===== src/rtl/unidade_controle_if.sv =====
// Control bundle between the multicycle controller and its datapath.
// Latency: none, plain wires.
// Backpressure: none; Run is a level request sampled only while the controller sits in T0.
interface unidade_controle_if #(
  parameter int N_REGS = 8
);
  logic              Run;
  logic [8:0]        IR;
  logic              IRin;
  logic [N_REGS-1:0] Rin;
  logic [N_REGS-1:0] Rout;
  logic              DINout;
  logic              Gout;
  logic              Ain;
  logic              Gin;
  logic              AddSub;
  logic              Done;
  logic [1:0]        Tstep;

  // Controller side: consumes Run/IR, drives every control line.
  modport master (
    input  Run, IR,
    output IRin, Rin, Rout, DINout, Gout, Ain, Gin, AddSub, Done, Tstep
  );

  // Datapath side: supplies Run/IR, obeys the control lines.
  modport slave (
    output Run, IR,
    input  IRin, Rin, Rout, DINout, Gout, Ain, Gin, AddSub, Done, Tstep
  );
endinterface


===== src/rtl/unidade_controle.sv =====
// Control FSM of the multicycle processor: steps T0..T3, decodes IR into bus/ALU/register enables.
// Latency: mv/mvi/NOP finish 2 cycles after the Run fetch, add/sub 4; Done pulses once per instruction.
// Backpressure: Run only matters in T0; held high it chains fetches back to back with no idle cycle.
module unidade_controle #(
  parameter int N_REGS = 8
) (
  input logic               Clock,
  input logic               Resetn,
  unidade_controle_if.master bus
);

  typedef enum logic [1:0] {T0 = 2'b00, T1 = 2'b01, T2 = 2'b10, T3 = 2'b11} tstep_e;

  localparam logic [2:0] OP_MV  = 3'b000;
  localparam logic [2:0] OP_MVI = 3'b001;
  localparam logic [2:0] OP_ADD = 3'b010;
  localparam logic [2:0] OP_SUB = 3'b011;

  tstep_e tstep_q, tstep_d;

  logic [2:0] opcode, rx, ry;
  logic       is_alu;

  logic              irin, dinout, gout, ain, gin, addsub, done;
  logic [N_REGS-1:0] rin, rout;

  assign opcode = bus.IR[8:6];
  assign rx     = bus.IR[5:3];
  assign ry     = bus.IR[2:0];
  assign is_alu = (opcode == OP_ADD) || (opcode == OP_SUB);

  function automatic logic [N_REGS-1:0] sel(input logic [2:0] idx);
    sel      = '0;
    sel[idx] = 1'b1;
  endfunction

  // Step register; reset abandons whatever instruction was in flight.
  always_ff @(posedge Clock or negedge Resetn) begin
    if (!Resetn) tstep_q <= T0;
    else         tstep_q <= tstep_d;
  end

  // Next step and control decode from (step, opcode, Run).
  always_comb begin
    tstep_d = tstep_q;
    irin    = 1'b0;
    rin     = '0;
    rout    = '0;
    dinout  = 1'b0;
    gout    = 1'b0;
    ain     = 1'b0;
    gin     = 1'b0;
    addsub  = 1'b0;
    done    = 1'b0;
    unique case (tstep_q)
      T0: begin
        irin = bus.Run;
        if (bus.Run) tstep_d = T1;
      end
      T1: begin
        unique case (opcode)
          OP_MV: begin
            rout    = sel(ry);
            rin     = sel(rx);
            done    = 1'b1;
            tstep_d = T0;
          end
          OP_MVI: begin
            dinout  = 1'b1;
            rin     = sel(rx);
            done    = 1'b1;
            tstep_d = T0;
          end
          OP_ADD, OP_SUB: begin
            rout    = sel(rx);
            ain     = 1'b1;
            tstep_d = T2;
          end
          default: begin
            // Undefined opcodes retire as a NOP with no enables.
            done    = 1'b1;
            tstep_d = T0;
          end
        endcase
      end
      T2: begin
        if (is_alu) begin
          rout    = sel(ry);
          gin     = 1'b1;
          addsub  = (opcode == OP_SUB);
          tstep_d = T3;
        end else begin
          tstep_d = T0;
        end
      end
      T3: begin
        if (is_alu) begin
          gout = 1'b1;
          rin  = sel(rx);
          done = 1'b1;
        end
        tstep_d = T0;
      end
      default: tstep_d = T0;
    endcase
  end

  // Reset forces every control low immediately, without waiting for a clock.
  assign bus.IRin   = Resetn & irin;
  assign bus.Rin    = Resetn ? rin  : '0;
  assign bus.Rout   = Resetn ? rout : '0;
  assign bus.DINout = Resetn & dinout;
  assign bus.Gout   = Resetn & gout;
  assign bus.Ain    = Resetn & ain;
  assign bus.Gin    = Resetn & gin;
  assign bus.AddSub = Resetn & addsub;
  assign bus.Done   = Resetn & done;
  assign bus.Tstep  = tstep_q;

endmodule

===== src/flat_wrapper.sv =====
// flat-port wrapper written by rule: the top's interface ports become plain ports
module unidade_controle_flat 
#(
  parameter int N_REGS = 8
)
  (Clock, Resetn, bus_Run, bus_IR, bus_IRin, bus_Rin, bus_Rout, bus_DINout, bus_Gout, bus_Ain, bus_Gin, bus_AddSub, bus_Done, bus_Tstep);
  unidade_controle_if #(.N_REGS(N_REGS)) bus_i ();
  input logic Clock;
  input logic Resetn;
  input wire logic [$bits(bus_i.Run)-1:0] bus_Run;
  input wire logic [$bits(bus_i.IR)-1:0] bus_IR;
  output wire logic [$bits(bus_i.IRin)-1:0] bus_IRin;
  output wire logic [$bits(bus_i.Rin)-1:0] bus_Rin;
  output wire logic [$bits(bus_i.Rout)-1:0] bus_Rout;
  output wire logic [$bits(bus_i.DINout)-1:0] bus_DINout;
  output wire logic [$bits(bus_i.Gout)-1:0] bus_Gout;
  output wire logic [$bits(bus_i.Ain)-1:0] bus_Ain;
  output wire logic [$bits(bus_i.Gin)-1:0] bus_Gin;
  output wire logic [$bits(bus_i.AddSub)-1:0] bus_AddSub;
  output wire logic [$bits(bus_i.Done)-1:0] bus_Done;
  output wire logic [$bits(bus_i.Tstep)-1:0] bus_Tstep;
  assign bus_i.Run = bus_Run;
  assign bus_i.IR = bus_IR;
  assign bus_IRin = bus_i.IRin;
  assign bus_Rin = bus_i.Rin;
  assign bus_Rout = bus_i.Rout;
  assign bus_DINout = bus_i.DINout;
  assign bus_Gout = bus_i.Gout;
  assign bus_Ain = bus_i.Ain;
  assign bus_Gin = bus_i.Gin;
  assign bus_AddSub = bus_i.AddSub;
  assign bus_Done = bus_i.Done;
  assign bus_Tstep = bus_i.Tstep;
  unidade_controle #(.N_REGS(N_REGS)) u_core (.Clock(Clock), .Resetn(Resetn), .bus(bus_i));
endmodule

===== config.mk =====
export PLATFORM = sky130hd
export DESIGN_NAME = unidade_controle_flat
export DESIGN_NICKNAME = d
export VERILOG_FILES = /design/src/rtl/unidade_controle_if.sv /design/src/rtl/unidade_controle.sv /design/src/flat_wrapper.sv
export SDC_FILE = /design/constraint.sdc
export NUM_CORES = 1
export LEC_CHECK = 0
export ABC_CLOCK_PERIOD_IN_PS = 1400
export BUFFER_PORTS_ARGS = -buffer_cell sky130_fd_sc_hd__buf_2
export CORE_MARGIN = 2
export CORE_UTILIZATION = 35
export CTS_CLUSTER_DIAMETER = 100
export DETAILED_ROUTE_END_ITERATION = 10
export PLACE_DENSITY = 0.81
export SLEW_MARGIN = 15
export SYNTH_ARGS = -nofsm -noshare
export SYNTH_HDL_FRONTEND = slang
export SYNTH_SLANG_ARGS = --single-unit
export TNS_END_PERCENT = 1

===== constraint.sdc =====
create_clock -name Clock -period 1.4 [get_ports Clock]
set_input_delay 0.14 -clock Clock [delete_from_list [all_inputs] [get_ports Clock]]
set_output_delay 0.14 -clock Clock [all_outputs]
set_load 0.03 [all_outputs]

Word level (Yosys, flattened, before mapping) --
Cells that the tools add are included.
Operators by class: order comparisons 4, equality and inequality tests 7, mux-type cells 28, bitwise gates (word level) 7, reductions and logical operators 7
Operator list (count):
- case mux 8 bit (2 select lines) | 3
- two-way mux 8 bit | 5
- two-way mux 1 bit | 13
- < comparator 3 x 4 -> 1 bit, second input constant | 2
- case mux 2 bit (4 select lines) | 1
- AND 1 bit | 7
- demux 1 bit (select 3 bit) | 2
- equality test 3 x 2 -> 1 bit, second input constant | 2
- >= comparator 3 x 1 -> 1 bit, second input constant | 2
- two-way mux 2 bit | 3
- equality test 2 bit, second input constant | 2
- OR reduction 2 bit | 2
- equality test 3 x 1 -> 1 bit, second input constant | 1
- logical NOT 3 bit | 1
- equality test 2 x 1 -> 1 bit, second input constant | 1
- logical AND 1 bit | 2
- logical NOT 2 bit | 1
- inequality test 2 bit, second input constant | 1
- case mux 1 bit (2 select lines) | 1
- logical OR 1 bit | 1
Word-level totals: register bits 2, input port bits 12, output and inout port bits 25, logic and storage cells 54

Logic depth before layout (Yosys ltp) --
depth in word-level cells 7, gate-level depth with buffers 5, gate-level depth less buffers 5

Worst setup path before layout --
No wires, ideal clock.
path kind reg2out, from register u_core.tstep_q[0] (netlist: u_core.bus.Tstep[0]), to output bus_Rout[1], arrival time 2.102 ns, data required time 1.260 ns, setup slack -0.842 ns, stages on the path, launching flop included 6, buffers on the path 0, cell sequence dfrtp_1 inv_1 ha_1 and2_2 nand2_1 o32ai_1
Between the ends: cells in the longest elaborated chain, start to end 3, elaborated cells between the ends (all ways) 4, classes of those cells eq/ne: 2; mux: 2
Ends and longest elaborated chain:
- start, declared | line unidade_controle.sv:19 | tstep_e tstep_q, tstep_d;
- start signal, assigned | line unidade_controle.sv:40 | else tstep_q <= tstep_d;
- equality test 2 bit or equality test 2 x 1 -> 1 bit (tied branches) | line unidade_controle.sv:55 | unique case (tstep_q)
- case mux 8 bit (2 select lines) * | line unidade_controle.sv:55
- two-way mux 8 bit * | line unidade_controle.sv:111 | assign bus.Rout = Resetn ? rout : '0;
- end, declared | line flat_wrapper.sv:14 | output wire logic [$bits(bus_i.Rout)-1:0] bus_Rout;
Mark *: on every way between the ends. The rest lies on a longest branch, timed or not.

Worst setup path after layout --
from register u_core.tstep_q[1] (netlist: u_core.bus.Tstep[1]), to output bus_Rout[7]
The elaborated chain is that of the path after synthesis.

==> flow_metrics.py <==
metrics = {
    "run_status": {
        "status": "finished with violations",
        "violations": "negative setup slack",
    },
    "power_and_ir_drop": {
        "leakagePower_nw": 0.545,
        "cellPowerDensity_nw_per_um2": 950,
        "max-vdd-ir-drop_v": 0.00100,
    },
    "clock_tree": {
        "cts_max_level": 1,
        "cts_tree": "yes",
        "cts.path.max_buffers": 2,
        "clk_latency_ns": 0.25,
        "cts_made_buffers": 3,
        "clock_sinks": 2,
        "root_buffer": "clkbuf_4",
        "cts.clk_slew.worst_paths_ns": 0.03,
    },
    "grt": {
        "grtUsageTotal": 0.314,
        "grt_remaining_overflow": 0,
        "grt.busiest_layer": "met2",
        "grt_max_degree": 13,
        "grt_first_pass_wirelength_um": 4230,
        "grt_pass1_vias": 870,
        "antenna_found_initial": 0,
        "grtUsageMet2": 0.581,
        "use_met3": 0.0603,
        "grt.met1_usage": 0.332,
    },
    "synth": {
        "synth_edf_count": 0,
        "yosysSeqAreaShare": 0.0985,
        "synth_ff_type": "dfrtp_1",
        "netlist_instances": 68,
        "async_flop_share": 1.00,
        "netlist_area_um2": 508,
        "yosys_warnings": 0,
        "syn_nets": 85,
        "syn_avg_cell_area_um2": 7.47,
        "ys_seq_elements": 2,
        "ys_types": 28,
    },
    "timing": {
        "hold_viol_final": 0,
        "fin_crit_ns": 1.91,
        "slew_viol_final": 0,
        "fin_ws_ns": -0.506,
        "setup_viol": 22,
        "post-route-period-util": 1.36,
        "slew_headroom": 0.738,
        "fmax_mhz": 525,
        "rsz0062_at_grt": "yes",
        "tightest_slew_ns": 0.393,
        "skew_ns": 0.00522,
    },
    "floorplanning": {
        "start_util": 0.381,
        "fp.dieW_um": 42.1,
        "die_h_um": 42.1,
        "core_region_area_um2": 1330,
        "rows": 13,
        "ioPinCount": 37,
        "fp.dieArea_um2": 1770,
    },
    "cells_and_area": {
        "fin_nets": 141,
        "fin_area_um2": 1180,
        "layout.cells.non_filler": 137,
        "largest_reg_flops": 2,
        "layout-drive-gt1-share": 0.705,
        "diodes": 0,
        "multi_input_area_um2": 632,
        "fillCellCount": 65,
        "seq_area_um2": 52.6,
        "utilization": 0.886,
        "area_growth_pct": 133,
    },
    "critical_path": {
        "cp-start-kind": "flop",
        "worstPathRequired_ns": 1.26,
        "slowest_stage": "dfrtp_2",
        "worstSetupPathType": "reg -> out",
        "end_kind": "primary output",
        "critPathMaxStageDelay_ns": 0.45,
        "cp_max_fo": 4,
        "path_cells": "inv_4, ha_4, nor4b_4, buf_4, o21ai_4, o22ai_2, buf_6",
        "critPathArrivalTime_ns": 1.77,
        "crit_buf_inv": 3,
        "cp_top_family": "flip-flops",
    },
    "placement": {
        "dp_slack_ns": -0.281,
        "gp_congestion": 0.799,
        "place_inst": 128,
        "place_area_um2": 935,
        "portBuffers": 36,
        "dp_hpwl_um": 1540,
    },
    "route": {
        "vias": 841,
        "drc": 0,
        "drtIter0Drc": 19,
        "ant_nets": 0,
        "via_per_inst": 6.14,
        "wl_per_cell_um": 19.2,
        "first_pass_iters": 4,
        "routed_wl_um": 2630,
    },
    "worst_hold_path": {
        "hold_class": "in -> reg",
    },
    "flow_run": {
        "maxCapViolCount": 0,
    },
}
-- final cells by class --
type / count / area share
well taps: 15 / 0.0159
clock buffers: 3 / 0.0191
multi-input cells: 61 / 0.535
inverters: 4 / 0.0169
flip-flops and latches: 2 / 0.0445
repair buffers: 52 / 0.369
-- routing by layer --
layer / vias up / share of wire
li1: 368 / -
met3: 11 / 0.064
met4: 0 / 0.040
met1: 415 / 0.37
met5: - / 0
met2: 47 / 0.52
-- worst paths after layout --
kind,startpoint,to,slack [ns],cells after the start
min reg2reg,u_core.bus.Tstep[1]$_DFFE_PN0P_,u_core.bus.Tstep[1]$_DFFE_PN0P_,0.69,3
min in group asynchronous,Resetn,u_core.bus.Tstep[0]$_DFFE_PN0P_,0.48,3
min,bus_Run,u_core.bus.Tstep[1]$_DFFE_PN0P_,0.25,4
max in group asynchronous,Resetn,u_core.bus.Tstep[1]$_DFFE_PN0P_,0.75,3
max reg2reg,u_core.bus.Tstep[0]$_DFFE_PN0P_,u_core.bus.Tstep[0]$_DFFE_PN0P_,0.02,5
max,u_core.bus.Tstep[1]$_DFFE_PN0P_,bus_Rout[7],-0.51,7
-- cell families (layout without fill, tap and decap cells) --
| family | after synthesis | after routing | share of synthesized area |
|---|---|---|---|
| compound gates | 13 | 13 | 0.172 |
| mux | 2 | 2 | 0.0493 |
| flops | 2 | 2 | 0.0985 |
| buf+inv | 5 | 59 | 0.0394 |
| simple gates | 41 | 41 | 0.517 |
| fa+ha+maj | 5 | 5 | 0.123 |
-- cell usage after synthesis (all sizes together), types with 2 or more instances --
library cell / n / area (µm²)
and3: 8 / 50.1
nand2: 6 / 22.5
ha: 5 / 62.6
nor3: 5 / 25.0
o22ai: 5 / 31.3
and3b: 4 / 35.0
inv: 4 / 15.0
nand3: 3 / 15.0
nor2b: 3 / 18.8
o21ai: 3 / 18.8
and2: 2 / 13.8
dfrtp: 2 / 50.1
nand4: 2 / 12.5
nand4b: 2 / 17.5
nor2: 2 / 7.51
o32ai: 2 / 17.5
-- power breakdown --
part	leakage [nW]	total, mW	switching [mW]	internal, mW
logic	0.509	0.845	0.458	0.387
clock network	0.0138	0.144	0.0485	0.0957
registers	0.0227	0.132	0.0478	0.0844
total	0.545	1.12	0.555	0.567
-- worst reg2reg max path, delay by kind of cell, from the launching register on --
| family | cells | cell delay, ns |
|---|---|---|
| AO/OA/AOI/OAI | 1 | 0.07 |
| adder cells (fa/ha/maj) | 1 | 0.19 |
| buffers and inverters | 1 | 0.06 |
| flip-flops | 1 | 0.43 |
| AND/OR/NAND/NOR | 2 | 0.49 |
-- through the flow --
| step | TNS, ns | power [mW] | hold slack (ns) |
|---|---|---|---|
| 3_3_place_gp | -3.07 | 0.800 | 0.0663 |
| 4_1_cts | -7.07 | 1.05 | 0.247 |
| 2_1_floorplan | -4.27 | 0.590 | -0.156 |
| 3_5_place_dp | -3.69 | 0.820 | 0.0726 |
| 6_report | -8.11 | 1.12 | 0.247 |
| 5_1_grt | -9.30 | 1.19 | 0.264 |
-- layout by cell type (no fill, tap or decap), types with 2 or more instances in the layout --
master	Yosys	routed
and3_1	8	5
ha_2	0	2
inv_4	0	2
inv_1	4	2
buf_6	0	20
nand4b_1	2	2
nor2_1	2	2
buf_4	0	18
o22ai_2	0	5
and3_4	0	3
dfrtp_2	0	2
nand3_1	3	3
nand4_1	2	2
and3b_2	0	3
nor3_4	0	4
clkbuf_4	0	3
ha_4	0	2
nor2b_1	3	3
o32ai_4	0	2
buf_2	1	13
nand2_1	6	5
-- repair_timing --
action                     in CTS  in global routing
setup buffers                   4                  1
pin swaps                      10                  4
hold endpoints to repair        2                  0
gates resized for setup        52                  4
setup endpoints to repair      22                 24
hold buffers                    1                  0
(Power assumes the default switching activity.)
